[config.mk]
export PLATFORM = sky130hd
export DESIGN_NAME = ili_init_seq
export DESIGN_NICKNAME = d
export VERILOG_FILES = /design/src/rtl/ili_init_seq.sv
export SDC_FILE = /design/constraint.sdc
export NUM_CORES = 1
export LEC_CHECK = 0
export ABC_AREA = 1
export CAP_MARGIN = 5
export CORE_MARGIN = 1.5
export CORE_UTILIZATION = 40
export DETAILED_ROUTE_END_ITERATION = 8
export PLACE_DENSITY_LB_ADDON = 0.25
export SLEW_MARGIN = 20
export SYNTH_ARGS = -nofsm -noshare
export SYNTH_HDL_FRONTEND = slang
export SYNTH_SLANG_ARGS = --single-unit
[constraint.sdc]
create_clock -name clk -period 6.45 [get_ports clk]
set_input_delay 1.29 -clock clk [delete_from_list [all_inputs] [get_ports clk]]
set_output_delay 1.29 -clock clk [all_outputs]
set_load 0.005 [all_outputs]
[src/rtl/ili_init_seq.sv]
// ILI panel power-up sequencer: optional hardware reset, then walks a fixed command/data/delay ROM.
// Build option: define ILI_INIT_HWRST_EN to include the HWRST/HWWAIT hardware-reset handshake.
module ili_init_seq #(
  parameter int unsigned DELAY_UNIT_CYC = 100000
) (
  input  logic       clk,
  input  logic       rst,
  input  logic       i_start,
  output logic       o_reset_ena,
  output logic       o_reset_val,
  input  logic       i_reset_sent,
  output logic       o_tx_valid,
  output logic       o_tx_dc,
  output logic [7:0] o_tx_data,
  input  logic       i_tx_ready,
  output logic       o_busy,
  output logic       o_done
);

  localparam int unsigned PTR_W   = 4;
  localparam int unsigned CNT_MAX = 255 * DELAY_UNIT_CYC;
  localparam int unsigned CNT_W   = $clog2(CNT_MAX + 1);

  localparam logic [1:0] T_CMD = 2'b00;
  localparam logic [1:0] T_DAT = 2'b01;
  localparam logic [1:0] T_DLY = 2'b10;
  localparam logic [1:0] T_END = 2'b11;

  typedef enum logic [2:0] {
    S_IDLE,
    S_HWRST,
    S_HWWAIT,
    S_FETCH,
    S_SEND,
    S_DELAY,
    S_DONE
  } state_e;

  state_e           state_q;
  logic [PTR_W-1:0] ptr_q;
  logic [CNT_W-1:0] cnt_q;
  logic             tx_valid_q;
  logic             tx_dc_q;
  logic [7:0]       tx_data_q;
  logic             busy_q;
  logic             done_q;

  logic [1:0]       rom_type;
  logic [7:0]       rom_payload;
  logic [CNT_W-1:0] dly_cycles;

  // Init ROM: entries past the table read as END.
  always_comb begin
    rom_type    = T_END;
    rom_payload = 8'h00;
    case (ptr_q)
      4'd0:    begin rom_type = T_CMD; rom_payload = 8'h01; end
      4'd1:    begin rom_type = T_DLY; rom_payload = 8'd5;   end
      4'd2:    begin rom_type = T_CMD; rom_payload = 8'h11; end
      4'd3:    begin rom_type = T_DLY; rom_payload = 8'd120; end
      4'd4:    begin rom_type = T_CMD; rom_payload = 8'h3A; end
      4'd5:    begin rom_type = T_DAT; rom_payload = 8'h55; end
      4'd6:    begin rom_type = T_CMD; rom_payload = 8'h36; end
      4'd7:    begin rom_type = T_DAT; rom_payload = 8'h48; end
      4'd8:    begin rom_type = T_CMD; rom_payload = 8'h29; end
      4'd9:    begin rom_type = T_END; rom_payload = 8'h00; end
      default: begin rom_type = T_END; rom_payload = 8'h00; end
    endcase
  end

  assign dly_cycles = CNT_W'(rom_payload) * CNT_W'(DELAY_UNIT_CYC);

`ifdef ILI_INIT_HWRST_EN
  logic reset_ena_q;

  assign o_reset_ena = reset_ena_q;
  assign o_reset_val = 1'b0;
`else
  logic unused_reset_sent;

  assign unused_reset_sent = i_reset_sent;
  assign o_reset_ena       = 1'b0;
  assign o_reset_val       = 1'b1;
`endif

  always_ff @(posedge clk or negedge rst) begin
    if (!rst) begin
      state_q     <= S_IDLE;
      ptr_q       <= '0;
      cnt_q       <= '0;
      tx_valid_q  <= 1'b0;
      tx_dc_q     <= 1'b0;
      tx_data_q   <= 8'h00;
      busy_q      <= 1'b0;
      done_q      <= 1'b0;
`ifdef ILI_INIT_HWRST_EN
      reset_ena_q <= 1'b0;
`endif
    end else begin
      case (state_q)
        S_IDLE: begin
          if (i_start) begin
            busy_q <= 1'b1;
            ptr_q  <= '0;
`ifdef ILI_INIT_HWRST_EN
            state_q     <= S_HWRST;
            reset_ena_q <= 1'b1;
`else
            state_q <= S_FETCH;
`endif
          end
        end
`ifdef ILI_INIT_HWRST_EN
        S_HWRST: begin
          state_q     <= S_HWWAIT;
          reset_ena_q <= 1'b0;
        end
        S_HWWAIT: begin
          if (i_reset_sent) begin
            state_q <= S_FETCH;
            ptr_q   <= '0;
          end
        end
`endif
        S_FETCH: begin
          case (rom_type)
            T_CMD, T_DAT: begin
              state_q    <= S_SEND;
              tx_valid_q <= 1'b1;
              tx_dc_q    <= rom_type[0];
              tx_data_q  <= rom_payload;
            end
            T_DLY: begin
              // Zero-length delays still occupy one DELAY cycle.
              state_q <= S_DELAY;
              cnt_q   <= (dly_cycles == '0) ? '0 : dly_cycles - CNT_W'(1);
            end
            default: begin
              state_q <= S_DONE;
              done_q  <= 1'b1;
            end
          endcase
        end
        S_SEND: begin
          if (i_tx_ready) begin
            state_q    <= S_FETCH;
            tx_valid_q <= 1'b0;
            ptr_q      <= ptr_q + PTR_W'(1);
          end
        end
        S_DELAY: begin
          if (cnt_q == '0) begin
            state_q <= S_FETCH;
            ptr_q   <= ptr_q + PTR_W'(1);
          end else begin
            cnt_q <= cnt_q - CNT_W'(1);
          end
        end
        S_DONE: begin
          state_q <= S_IDLE;
          done_q  <= 1'b0;
          busy_q  <= 1'b0;
        end
        default: begin
          state_q <= S_IDLE;
          busy_q  <= 1'b0;
        end
      endcase
    end
  end

  assign o_tx_valid = tx_valid_q;
  assign o_tx_dc    = tx_dc_q;
  assign o_tx_data  = tx_data_q;
  assign o_busy     = busy_q;
  assign o_done     = done_q;

endmodule
==> results.py <==
metrics = {
    "logic_synthesis": {
        "yosysTopAreaCellShare_pct": 23.05,
        "synth_mux_area_share_pct": 0,
        "yosys-top-cells-area": "dfrtp_1 23%, nand2_1 15%, ha_1 14%",
        "synth_flop_cell": "dfrtp_1",
        "synth_top_family_by_area": "simple AND/OR/NAND/NOR gates",
        "synth_warnings": 0,
        "syn_area_sq_um": 4668,
        "synth_cells": 704,
        "synth_seq_cells": 43,
        "yosys.area.top_type": "dfrtp_1",
        "syn-mean-instance-area_sq_um": 6.631,
        "synth-xor-area-share_pct": 3.940,
        "synth_simple_gate_area_share_pct": 33.74,
        "synth_fa_ha_area_share_pct": 17.96,
        "synth_async_sr_flop_share_pct": 100.0,
        "synth-edff-count": 0,
        "synth-seq-area-share_pct": 23.05,
        "synth_compound_area_share_pct": 10.80,
        "ys_types": 40,
    },
    "sta": {
        "finalCritPeriodShare_pct": 85.38,
        "worst_pin_slew_ns": 0.7822,
        "slew_viol_final": 0,
        "hold_viol": 0,
        "clock_skew_ns": 0.01120,
        "fin_crit_ns": 5.507,
        "setup_tns_ns": 0,
        "slew_headroom_pct": 47.54,
        "hold_slack_ns": 0.4782,
        "setup_viol": 0,
        "clock.fmax_mhz": 181.6,
        "grt_setup_unrepaired": "false",
    },
    "drt": {
        "drt-total-wl_um": 10910,
        "route.detailed.drc": 0,
        "num_vias": 4314,
        "dr.max_layer_used": "met4",
        "drtPass1Iterations": 4,
        "wl_met1_um": 5556,
        "met2_length_um": 4855,
        "viasPerCell": 5.022,
        "drt_iter0_markers": 240,
        "wl_met3_um": 236,
        "wl_per_cell_um": 12.70,
        "ant_nets": 0,
    },
    "finish": {
        "drive_gt1_share_pct": 5.307,
        "nFillCells": 1183,
        "antennaDiodeCount": 0,
        "final_common_cell": "nand2_1",
        "fin_util_pct": 44.38,
        "area_growth_pct": 8.550,
        "nNetsFinal": 781,
        "most-common-layout-cells": "183 x nand2_1, 102 x inv_1, 95 x nor2_1, 51 x ha_1",
        "final_cells": 859,
    },
    "critical_path": {
        "crit_path_max_fanout": 12,
        "crit_chain": "ha_1 > a211oi_1 > ha_1 > ha_1 > inv_1 > fa_1 > inv_1 > fa_1 > ha_1 > nand2_1 > nor2_1 > nand2_1 > nand3_2 > nand2_1 > nand2_1 > nand2_1 > nand2_1 > nor2_1 > nand2_1 > nor2_2 > nor2_2 > buf_4 > nand2_1 > a21oi_1",
        "cp.required_ns": 6.67,
        "startpoint_type": "flop",
        "worstSetupEndpointType": "flop",
        "max_stage_delay_ns": 0.68,
        "critPathKind": "reg -> reg",
        "slowest_stage": "a211oi_1",
        "arrival_ns": 5.72,
        "crit_top_cell": "nand2_1",
    },
    "outcome": {
        "status": "finished clean",
    },
    "clock_tree": {
        "clkSlewWorstSetupHoldPaths_ns": 0.07,
        "clock_path_buffers": 2,
        "post_cts_buffers": 0,
        "clock_latency_ns": 0.29,
        "clock-root-buffer": "clkbuf_16",
        "clock-sinks": 43,
        "cts_tree": "done",
        "ctsResizeCount": 0,
        "cts_htree_levels": 2,
        "cts_buffers": 5,
        "holdBufCountCts": 0,
    },
    "placed_design": {
        "hpwl_um": 8777,
        "gp_congestion": 0.8997,
        "dp.cells": 851,
        "io_buffers": 14,
    },
    "power_and_ir_drop": {
        "ir_worst_vdd_mv": 0.1973,
        "p_leak_uw": 0.002670,
        "power_density_nw_per_um2": 288.3,
    },
    "floorplanning": {
        "num_rows": 39,
        "ioPinCount": 19,
        "start_util_pct": 40.88,
        "die_w_um": 111.0,
        "die_h_um": 111.0,
        "dieArea_sq_um": 12330,
        "core_sq_um": 11420,
    },
    "global_route": {
        "grtUsageTotal_pct": 18.56,
        "gr-total-overflow": 0,
        "grt_pass1_vias": 4146,
        "antenna_found_initial": 0,
        "grt_pass1_wl_um": 19110,
        "grt_max_degree": 44,
    },
    "flow_run": {
        "max_cap_viol_count": 0,
    },
    "worst_hold_path": {
        "hp-class": "reg -> reg",
    },
}
## area by class of cell
class / instances / area (sq um) / share of cell area [%]
Sequential cell: 43 / 1076 / 21.23
Multi-Input combinational cell: 542 / 3113 / 61.43
Tap cell: 143 / 178.9 / 3.531
Clock buffer: 6 / 128.9 / 2.543
Clock inverter: 2 / 12.51 / 0.2469
Timing Repair Buffer: 17 / 160.2 / 3.161
Inverter: 106 / 397.9 / 7.852
## metal layers
metal | global-route usage [%] | vias to the layer above
li1 | - | 2270
met1 | 25.61 | 1968
met2 | 30.66 | 60
met3 | 1.640 | 16
met4 | 6.245 | 0
met5 | 0 | -
## registers in the layout (all words and copies together) (netlist names)
name	cells
state_q	3
cnt_q	25
o_busy	1
o_tx_valid	1
o_done	1
ptr_q	4
o_tx_dc	1
o_tx_data	7
## Yosys cell counts, types with 3 or more instances
| library cell | count |
|---|---|
| nand3_1 | 40 |
| nor2_2 | 7 |
| nand2_1 | 183 |
| fa_1 | 10 |
| nor2_4 | 3 |
| nor4_1 | 3 |
| inv_2 | 4 |
| nand2_2 | 3 |
| clkbuf_1 | 5 |
| nand3_2 | 4 |
| dfrtp_1 | 43 |
| nor2_1 | 95 |
| inv_1 | 102 |
| buf_4 | 6 |
| nor3_1 | 12 |
| o22ai_1 | 6 |
| a21oi_1 | 43 |
| nand4_1 | 7 |
| o21ai_0 | 30 |
| ha_1 | 51 |
| xnor2_1 | 6 |
| o21ai_1 | 4 |
| xor2_1 | 15 |
## report_power, final
group          internal, uW  leakage, uW  switching, uW
logic                   277      0.00208            438
clock network           143    0.0000669            111
registers               374     0.000524            118
total                   795      0.00267            666
## stage by stage
stage / power, uW / worst slack (ns) / area [sq um]
global placement: 1188 / 1.052 / 4923
global route: 1596 / 0.4955 / 5067
CTS: 1463 / 0.9616 / 5065
detailed placement: 1203 / 0.9908 / 4923
finish: 1461 / 0.9427 / 5067
floorplan: 1004 / 1.891 / 4672
## worst max-delay path: cells and delay by family (launching register included)
family	cells	cell delay (ns)
compound gates	2	0.82
fa+ha+maj	6	2.30
buf+inv	3	0.38
flops	1	0.49
simple gates	13	1.43
## logic make-up after synthesis
family	Yosys count
AO/OA/AOI/OAI	92
XOR/XNOR	21
adder cells (fa/ha/maj)	61
buffers and inverters	120
flip-flops	43
other	2
AND/OR/NAND/NOR	365
## final timing paths
check,start,end,slack [ns],cells after the start
min in group asynchronous,rst,o_done$_DFFE_PN0P_,0.99,1
min reg2reg,o_tx_data[6]$_DFFE_PN0P_,o_tx_data[6]$_DFFE_PN0P_,0.48,2
min,o_tx_data[6]$_DFFE_PN0P_,o_tx_data[6]$_DFFE_PN0P_,0.48,2
max,ptr_q[0]$_DFFE_PN0P_,cnt_q[5]$_DFFE_PN0P_,0.94,24
max in group asynchronous,rst,ptr_q[3]$_DFFE_PN0P_,5.07,1
max reg2reg,ptr_q[0]$_DFFE_PN0P_,cnt_q[5]$_DFFE_PN0P_,0.94,24
Note: power is estimated with default switching activity, not from simulation.
